==> src/rtl/alu_result_collector.sv <==
// alu_result_collector
// Collects one-cycle completion strobes from four functional units (add, sub,
// mul, div), tags each result with a 2-bit op code and queues it in a
// 2-entry registered FIFO for a valid/ready consumer. Multi-strobe cycles and
// pushes into a full FIFO are dropped and flagged on sticky error outputs.
// done_count tallies every accepted result and wraps at 8 bits.

module alu_result_collector (
    input  logic        clk,
    input  logic        rst,

    input  logic        add_done,
    input  logic        sub_done,
    input  logic        mul_done,
    input  logic        div_done,
    input  logic [15:0] add_res,
    input  logic [15:0] sub_res,
    input  logic [15:0] mul_res,
    input  logic [15:0] div_res,

    output logic        out_valid,
    input  logic        out_ready,
    output logic [1:0]  out_op,
    output logic [15:0] out_result,

    input  logic        err_clr,
    output logic        err_multi,
    output logic        err_ovf,
    output logic [7:0]  done_count
);

    // ------------------------------------------------------------------
    // Local types
    // ------------------------------------------------------------------
    typedef enum logic [1:0] {
        OP_ADD = 2'b00,
        OP_SUB = 2'b01,
        OP_MUL = 2'b10,
        OP_DIV = 2'b11
    } op_t;

    typedef enum logic [1:0] {
        S_EMPTY = 2'b00,
        S_ONE   = 2'b01,
        S_TWO   = 2'b10
    } state_t;

    typedef struct packed {
        op_t         op;
        logic [15:0] result;
    } entry_t;

    // ------------------------------------------------------------------
    // Signals
    // ------------------------------------------------------------------
    logic [3:0] done_vec;
    logic       strobe_single;   // exactly one *_done high
    logic       strobe_multi;    // two or more *_done high
    entry_t     new_entry;       // encoded {op, result} of the single strobe

    logic       push_req;        // a valid completion this cycle
    logic       pop;             // consumer takes the head at this edge
    logic       push;            // completion actually stored
    logic       ovf_evt;         // completion dropped because FIFO is full

    state_t     state_q, state_d;
    entry_t     head_q,  head_d;   // entry presented on the output
    entry_t     tail_q,  tail_d;   // entry queued behind the head

    logic       err_multi_q, err_multi_d;
    logic       err_ovf_q,   err_ovf_d;
    logic [7:0] done_count_q, done_count_d;

    // ------------------------------------------------------------------
    // Strobe qualification and op encoding
    // ------------------------------------------------------------------

    // Classify the strobe pattern and pick the matching unit result.
    always_comb begin
        // NOTE: every output of this block gets a default before the case, so
        // no path leaves a signal unassigned and no latch is inferred.
        done_vec      = {div_done, mul_done, sub_done, add_done};
        strobe_single = 1'b0;
        strobe_multi  = 1'b0;
        new_entry     = '{op: OP_ADD, result: 16'h0000};

        case (done_vec)
            4'b0000: begin
                // Idle cycle: results are not valid and are ignored.
            end
            4'b0001: begin
                strobe_single = 1'b1;
                new_entry     = '{op: OP_ADD, result: add_res};
            end
            4'b0010: begin
                strobe_single = 1'b1;
                new_entry     = '{op: OP_SUB, result: sub_res};
            end
            4'b0100: begin
                strobe_single = 1'b1;
                new_entry     = '{op: OP_MUL, result: mul_res};
            end
            4'b1000: begin
                strobe_single = 1'b1;
                new_entry     = '{op: OP_DIV, result: div_res};
            end
            default: begin
                strobe_multi  = 1'b1;
            end
        endcase
    end

    // ------------------------------------------------------------------
    // Push / pop handshake
    // ------------------------------------------------------------------

    // Decide whether this edge pushes, pops, or drops on overflow.
    always_comb begin
        // Reset wins over everything, so nothing is accepted while rst is high.
        push_req = strobe_single && !rst;
        pop      = out_valid && out_ready;

        // A full FIFO only takes a new entry when the head leaves at the same edge.
        push     = push_req && ((state_q != S_TWO) || pop);
        ovf_evt  = push_req && (state_q == S_TWO) && !pop;
    end

    // ------------------------------------------------------------------
    // Occupancy FSM
    // ------------------------------------------------------------------

    // State register; reset empties the FIFO regardless of other inputs.
    always_ff @(posedge clk) begin
        // NOTE: sequential state is updated with non-blocking assignments so all
        // flops sample their inputs from the same pre-edge values.
        if (rst) begin
            state_q <= S_EMPTY;
        end else begin
            state_q <= state_d;
        end
    end

    // Next-state logic for the EMPTY / ONE / TWO occupancy tracker.
    always_comb begin
        state_d = state_q;
        case (state_q)
            S_EMPTY: begin
                if (push) state_d = S_ONE;
            end
            S_ONE: begin
                if (push && !pop)      state_d = S_TWO;
                else if (pop && !push) state_d = S_EMPTY;
                else                   state_d = S_ONE;
            end
            S_TWO: begin
                if (pop && !push) state_d = S_ONE;
                else              state_d = S_TWO;
            end
            default: begin
                state_d = S_EMPTY;
            end
        endcase
    end

    // Output decode: expose the head entry, forced to zero when empty.
    always_comb begin
        out_valid  = (state_q == S_ONE) || (state_q == S_TWO);
        out_op     = 2'b00;
        out_result = 16'h0000;
        if (out_valid) begin
            out_op     = head_q.op;
            out_result = head_q.result;
        end
    end

    // ------------------------------------------------------------------
    // FIFO payload (head/tail shift structure)
    // ------------------------------------------------------------------

    // Compute the next head/tail contents from the current occupancy and handshake.
    always_comb begin
        head_d = head_q;
        tail_d = tail_q;
        case (state_q)
            S_EMPTY: begin
                if (push) head_d = new_entry;
            end
            S_ONE: begin
                if (push && pop)  head_d = new_entry;   // head leaves, new one takes its place
                else if (push)    tail_d = new_entry;   // queue behind current head
            end
            S_TWO: begin
                if (pop) begin
                    head_d = tail_q;                    // remaining entry advances
                    if (push) tail_d = new_entry;       // new entry lands behind it
                end
            end
            default: begin
            end
        endcase
    end

    // Payload storage; occupancy alone decides which slots are meaningful.
    always_ff @(posedge clk) begin
        // NOTE: the data slots carry no reset: state_q marks them empty after
        // reset and the output decode masks stale contents to zero.
        head_q <= head_d;
        tail_q <= tail_d;
    end

    // ------------------------------------------------------------------
    // Sticky error flags and completion counter
    // ------------------------------------------------------------------

    // Set events beat err_clr; count only entries that were actually stored.
    always_comb begin
        err_multi_d = err_multi_q;
        if (strobe_multi && !rst) err_multi_d = 1'b1;
        else if (err_clr)         err_multi_d = 1'b0;

        err_ovf_d = err_ovf_q;
        if (ovf_evt)      err_ovf_d = 1'b1;
        else if (err_clr) err_ovf_d = 1'b0;

        done_count_d = done_count_q;
        if (push) done_count_d = done_count_q + 8'd1;   // wraps 255 -> 0
    end

    // Status registers with synchronous reset.
    always_ff @(posedge clk) begin
        if (rst) begin
            err_multi_q  <= 1'b0;
            err_ovf_q    <= 1'b0;
            done_count_q <= 8'd0;
        end else begin
            err_multi_q  <= err_multi_d;
            err_ovf_q    <= err_ovf_d;
            done_count_q <= done_count_d;
        end
    end

    assign err_multi  = err_multi_q;
    assign err_ovf    = err_ovf_q;
    assign done_count = done_count_q;

endmodule
==> config.mk <==
export PLATFORM = sky130hd
export DESIGN_NAME = alu_result_collector
export DESIGN_NICKNAME = d
export VERILOG_FILES = /design/src/rtl/alu_result_collector.sv
export SDC_FILE = /design/constraint.sdc
export NUM_CORES = 1
export LEC_CHECK = 0
export ABC_AREA = 1
export ABC_CLOCK_PERIOD_IN_PS = 3700
export CORE_AREA = 2 2 95 74
export CTS_CLUSTER_SIZE = 8
export DETAILED_ROUTE_END_ITERATION = 6
export DIE_AREA = 0 0 97 76
export MAX_ROUTING_LAYER = met4
export PLACE_DENSITY = 0.83
export SLEW_MARGIN = 20
export SYNTH_ARGS = -nofsm -noshare
export SYNTH_HDL_FRONTEND = slang
export SYNTH_SLANG_ARGS = --single-unit
==> constraint.sdc <==
create_clock -name clk -period 3.7 [get_ports clk]
set_clock_uncertainty 0.15 [all_clocks]
set_input_delay 0.555 -clock clk [delete_from_list [all_inputs] [get_ports clk]]
set_output_delay 0.555 -clock clk [all_outputs]
set_load 0.02 [all_outputs]
==> results.yml <==
floorplanning:
  die_w_um: 97
  design.portCount: 101
  core_um2: 6540
  initial_utilization_pct: 43.1
  die_h_um: 76
  placement_rows: 26
  overall_die_area_um2: 7370
yosys:
  synthesis.instances: 353
  yosys.area.top_type_share_pct: 38.4
  synth.avg_cell_area_um2: 7.98
  post_synth_main_area_contributors: "sky130_fd_sc_hd__edfxtp_1, sky130_fd_sc_hd__nand2_1, sky130_fd_sc_hd__nand3_1"
  yosysTopAreaCell: "sky130_fd_sc_hd__edfxtp_1"
  post_synth_instance_area_um2: 2820
  synth_flop_cell: "sky130_fd_sc_hd__edfxtp_1"
  synth_enable_flop_cells: 36
  number_of_warning_messages_in_the_yosys_log: 0
  synthDistinctLibCells: 30
  async_reset_ff_share_pct: 0
  yosys_register_bits: 48
  share_of_the_yosys_chip_area_belonging_to_registers_pct: 46.9
  postSynthNetCount: 433
power:
  p_per_area_nw_per_um2: 499
  total_internal_power_mw: 1.25
  power_frac_seq_pct: 39.2
  p_leak_nw: 1.70
  p_comb_share_pct: 46.0
  irDropWorstVdd_uv: 345
  sw_frac_of_total_pct: 37.4
  power.clock.fraction_pct: 14.8
  p_switching_mw: 0.743
critical_path:
  cp-endpoint: "out_op[0]"
  critical_path.top_delay_family: "buffers and inverters"
  reg2reg_from: "state_q[0]"
  crit_path_start_kind: "flip-flop"
  r2r.worst_path.cells: 13
  arrival_ns: 2.39
  crit_path_top_delay_cell: "sky130_fd_sc_hd__ha_1"
  cp_data_required_time_ns: 2.99
  critPathLaunch: "state_q[0]"
  path_common_cell: "sky130_fd_sc_hd__inv_1"
  worst-r2r-setup-slack_ns: 0.71
  path_buf_inv: 3
  timing.critical_path.fanout_max: 20
  critPathMaxStageDelay_ns: 0.73
  series_of_cell_instances_along_the_critical_path: "inv_1 > ha_1 > nand2_1 > inv_1 > clkdlybuf4s50_1"
  crit-reg2reg-capture: "head_q[7]"
  path_class: "reg -> out"
  timing.critical_path.to_type: "output port"
  cp_depth: 5
clock_network:
  post-cts-setup-buffer-count: 0
  root_buffer: "sky130_fd_sc_hd__clkbuf_8"
  clock_tree_from_tritoncts: "done"
  cts_resized: 0
  cts.reportedPaths.clkPinSlew_ns: 0.09
  worstSkewPairLatency_ns: 0.30
  holdBufCountCts: 0
  cts_made_buffers: 5
  deepest_clock_path_buffer_count: 2
  h-tree-depth: 2
  cts_sinks: 48
sta:
  fin_worst_hold_slack_ns: 0.335
  setup_violations: 0
  post-route-period-util_pct: 83.7
  timing.final.hold_violations: 0
  clock.fmax_mhz: 323
  relSlewSlack_pct: 54.3
  worstMarginPinSlew_ns: 0.685
  tns_ns: 0
  finalWorstPathRequiredPeriod_ns: 3.10
  finalMaxSlewViolations: 0
  rsz0062_at_grt: "false"
grt:
  total_grt_overflow: 0
  antenna_found_initial: 0
  global_route.usage.total_pct: 21.5
  wire_length_of_the_first_global_routing_pass_um: 12800
  number_of_global_route_vias_before_repair: 2680
  grt_max_degree: 35
placed_design:
  gp_routability_congestion: 0.841
  detailed_place_hpwl_um: 5700
  io_buffer_count: 100
detailed_routing:
  drcViolationCount: 0
  routed-via-count: 2727
  route.final.wire_length_um: 7430
  route.detailed.vias_per_inst: 5.10
  drt_pass1_iterations: 4
  initialDrtViolationCount: 212
  detail-route-antenna-nets: 0
  wl_per_cell_um: 13.9
cells_and_area:
  share_of_final_layout_standard_cells_stronger_than_drive_strength_1_pct: 6.87
  layout_common_cells: "sky130_fd_sc_hd__nand2_1, sky130_fd_sc_hd__clkdlybuf4s50_1, sky130_fd_sc_hd__nand3_1"
  insertedDiodeCount: 0
  flow.area_growth_from_synthesis_pct: 41.4
  fin_nets: 530
  final_common_cell: "sky130_fd_sc_hd__nand2_1"
min_path:
  timing.hold.worst.class: "reg -> reg"
  timing.hold.worst_path_depth: 2
job:
  drv_cap: 0
run_status:
  outcome: "complete, no violations"
synth_stat cells, types with 2 or more instances:
cell	instances
sky130_fd_sc_hd__o21ai_0	6
sky130_fd_sc_hd__nand2_2	2
sky130_fd_sc_hd__nand3_2	2
sky130_fd_sc_hd__inv_1	37
sky130_fd_sc_hd__nor2_2	3
sky130_fd_sc_hd__buf_2	7
sky130_fd_sc_hd__buf_4	2
sky130_fd_sc_hd__xor2_1	2
sky130_fd_sc_hd__nor2_4	2
sky130_fd_sc_hd__nor2_1	9
sky130_fd_sc_hd__edfxtp_1	36
sky130_fd_sc_hd__dfxtp_1	12
sky130_fd_sc_hd__ha_1	8
sky130_fd_sc_hd__nand2_1	106
sky130_fd_sc_hd__inv_2	2
sky130_fd_sc_hd__nand4_1	33
sky130_fd_sc_hd__a21oi_1	7
sky130_fd_sc_hd__clkbuf_1	9
sky130_fd_sc_hd__nand3_1	57
registers in the layout, indices dropped and copies added (netlist names):
name	flops
head_q	18
tail_q	18
done_count	8
state_q	2
err_multi	1
err_ovf	1
layer usage:
metal	global-route usage, %	share of wire, %	vias up
met2	36.1	49	87
met5	-	0	-
met4	5.21	1.4	0
met1	27.0	44	1251
li1	-	-	1379
met3	4.04	5.4	10
area by class of cell:
type	instances	area, um^2
well taps	84	105
clock inverters	2	11.3
fillers	554	2560
flip-flops and latches	48	1320
clock buffers	6	72.6
inverters	39	146
multi-input cells	246	1250
repair buffers	110	1080
tightest hold or removal path, stage by stage, from the launching register on:
cell                      delay [ns]
sky130_fd_sc_hd__dfxtp_1        0.32
sky130_fd_sc_hd__nand2_1        0.06
sky130_fd_sc_hd__a21oi_1        0.06
power groups by stage:
stage / clock network (mW) / registers, mW / logic (mW)
finish: 0.294 / 0.780 / 0.915
CTS: 0.298 / 0.780 / 0.922
detailed placement: 0 / 0.792 / 0.922
floorplan: 0 / 0.783 / 0.508
global placement: 0 / 0.787 / 0.897
global route: 0.318 / 0.792 / 1.00
logic make-up (layout without fill, tap and decap cells):
| kind of cell | count (synthesis) | count (layout) | share of synthesized area, % |
|---|---|---|---|
| simple gates | 218 | 218 | 36.4 |
| flops | 48 | 48 | 46.9 |
| xor+xnor | 3 | 3 | 0.934 |
| fa+ha+maj | 8 | 8 | 3.56 |
| buf+inv | 59 | 157 | 8.71 |
| compound gates | 17 | 17 | 3.42 |
stage by stage:
stage	power (mW)	setup WS [ns]	std cells	utilization [%]	cell area, um^2
after CTS	2.00	0.568	535	60.9	3980
after global placement	1.68	0.524	527	59.6	3900
after detailed placement	1.71	0.428	527	59.6	3900
after global routing	2.12	0.414	535	60.9	3980
after floorplan	1.29	0.922	353	-	2820
final	1.99	0.605	535	60.9	3980
how the worst min path moves through the flow:
stage,startpoint,end
6_report,err_ovf,err_ovf
5_1_grt,err_multi,err_multi
4_1_cts,err_ovf,err_ovf
3_5_place_dp,err_ovf,err_ovf
3_3_place_gp,err_multi,err_multi
2_1_floorplan,tail_q[0],head_q[0]
Power figures use the tool's default switching activity.
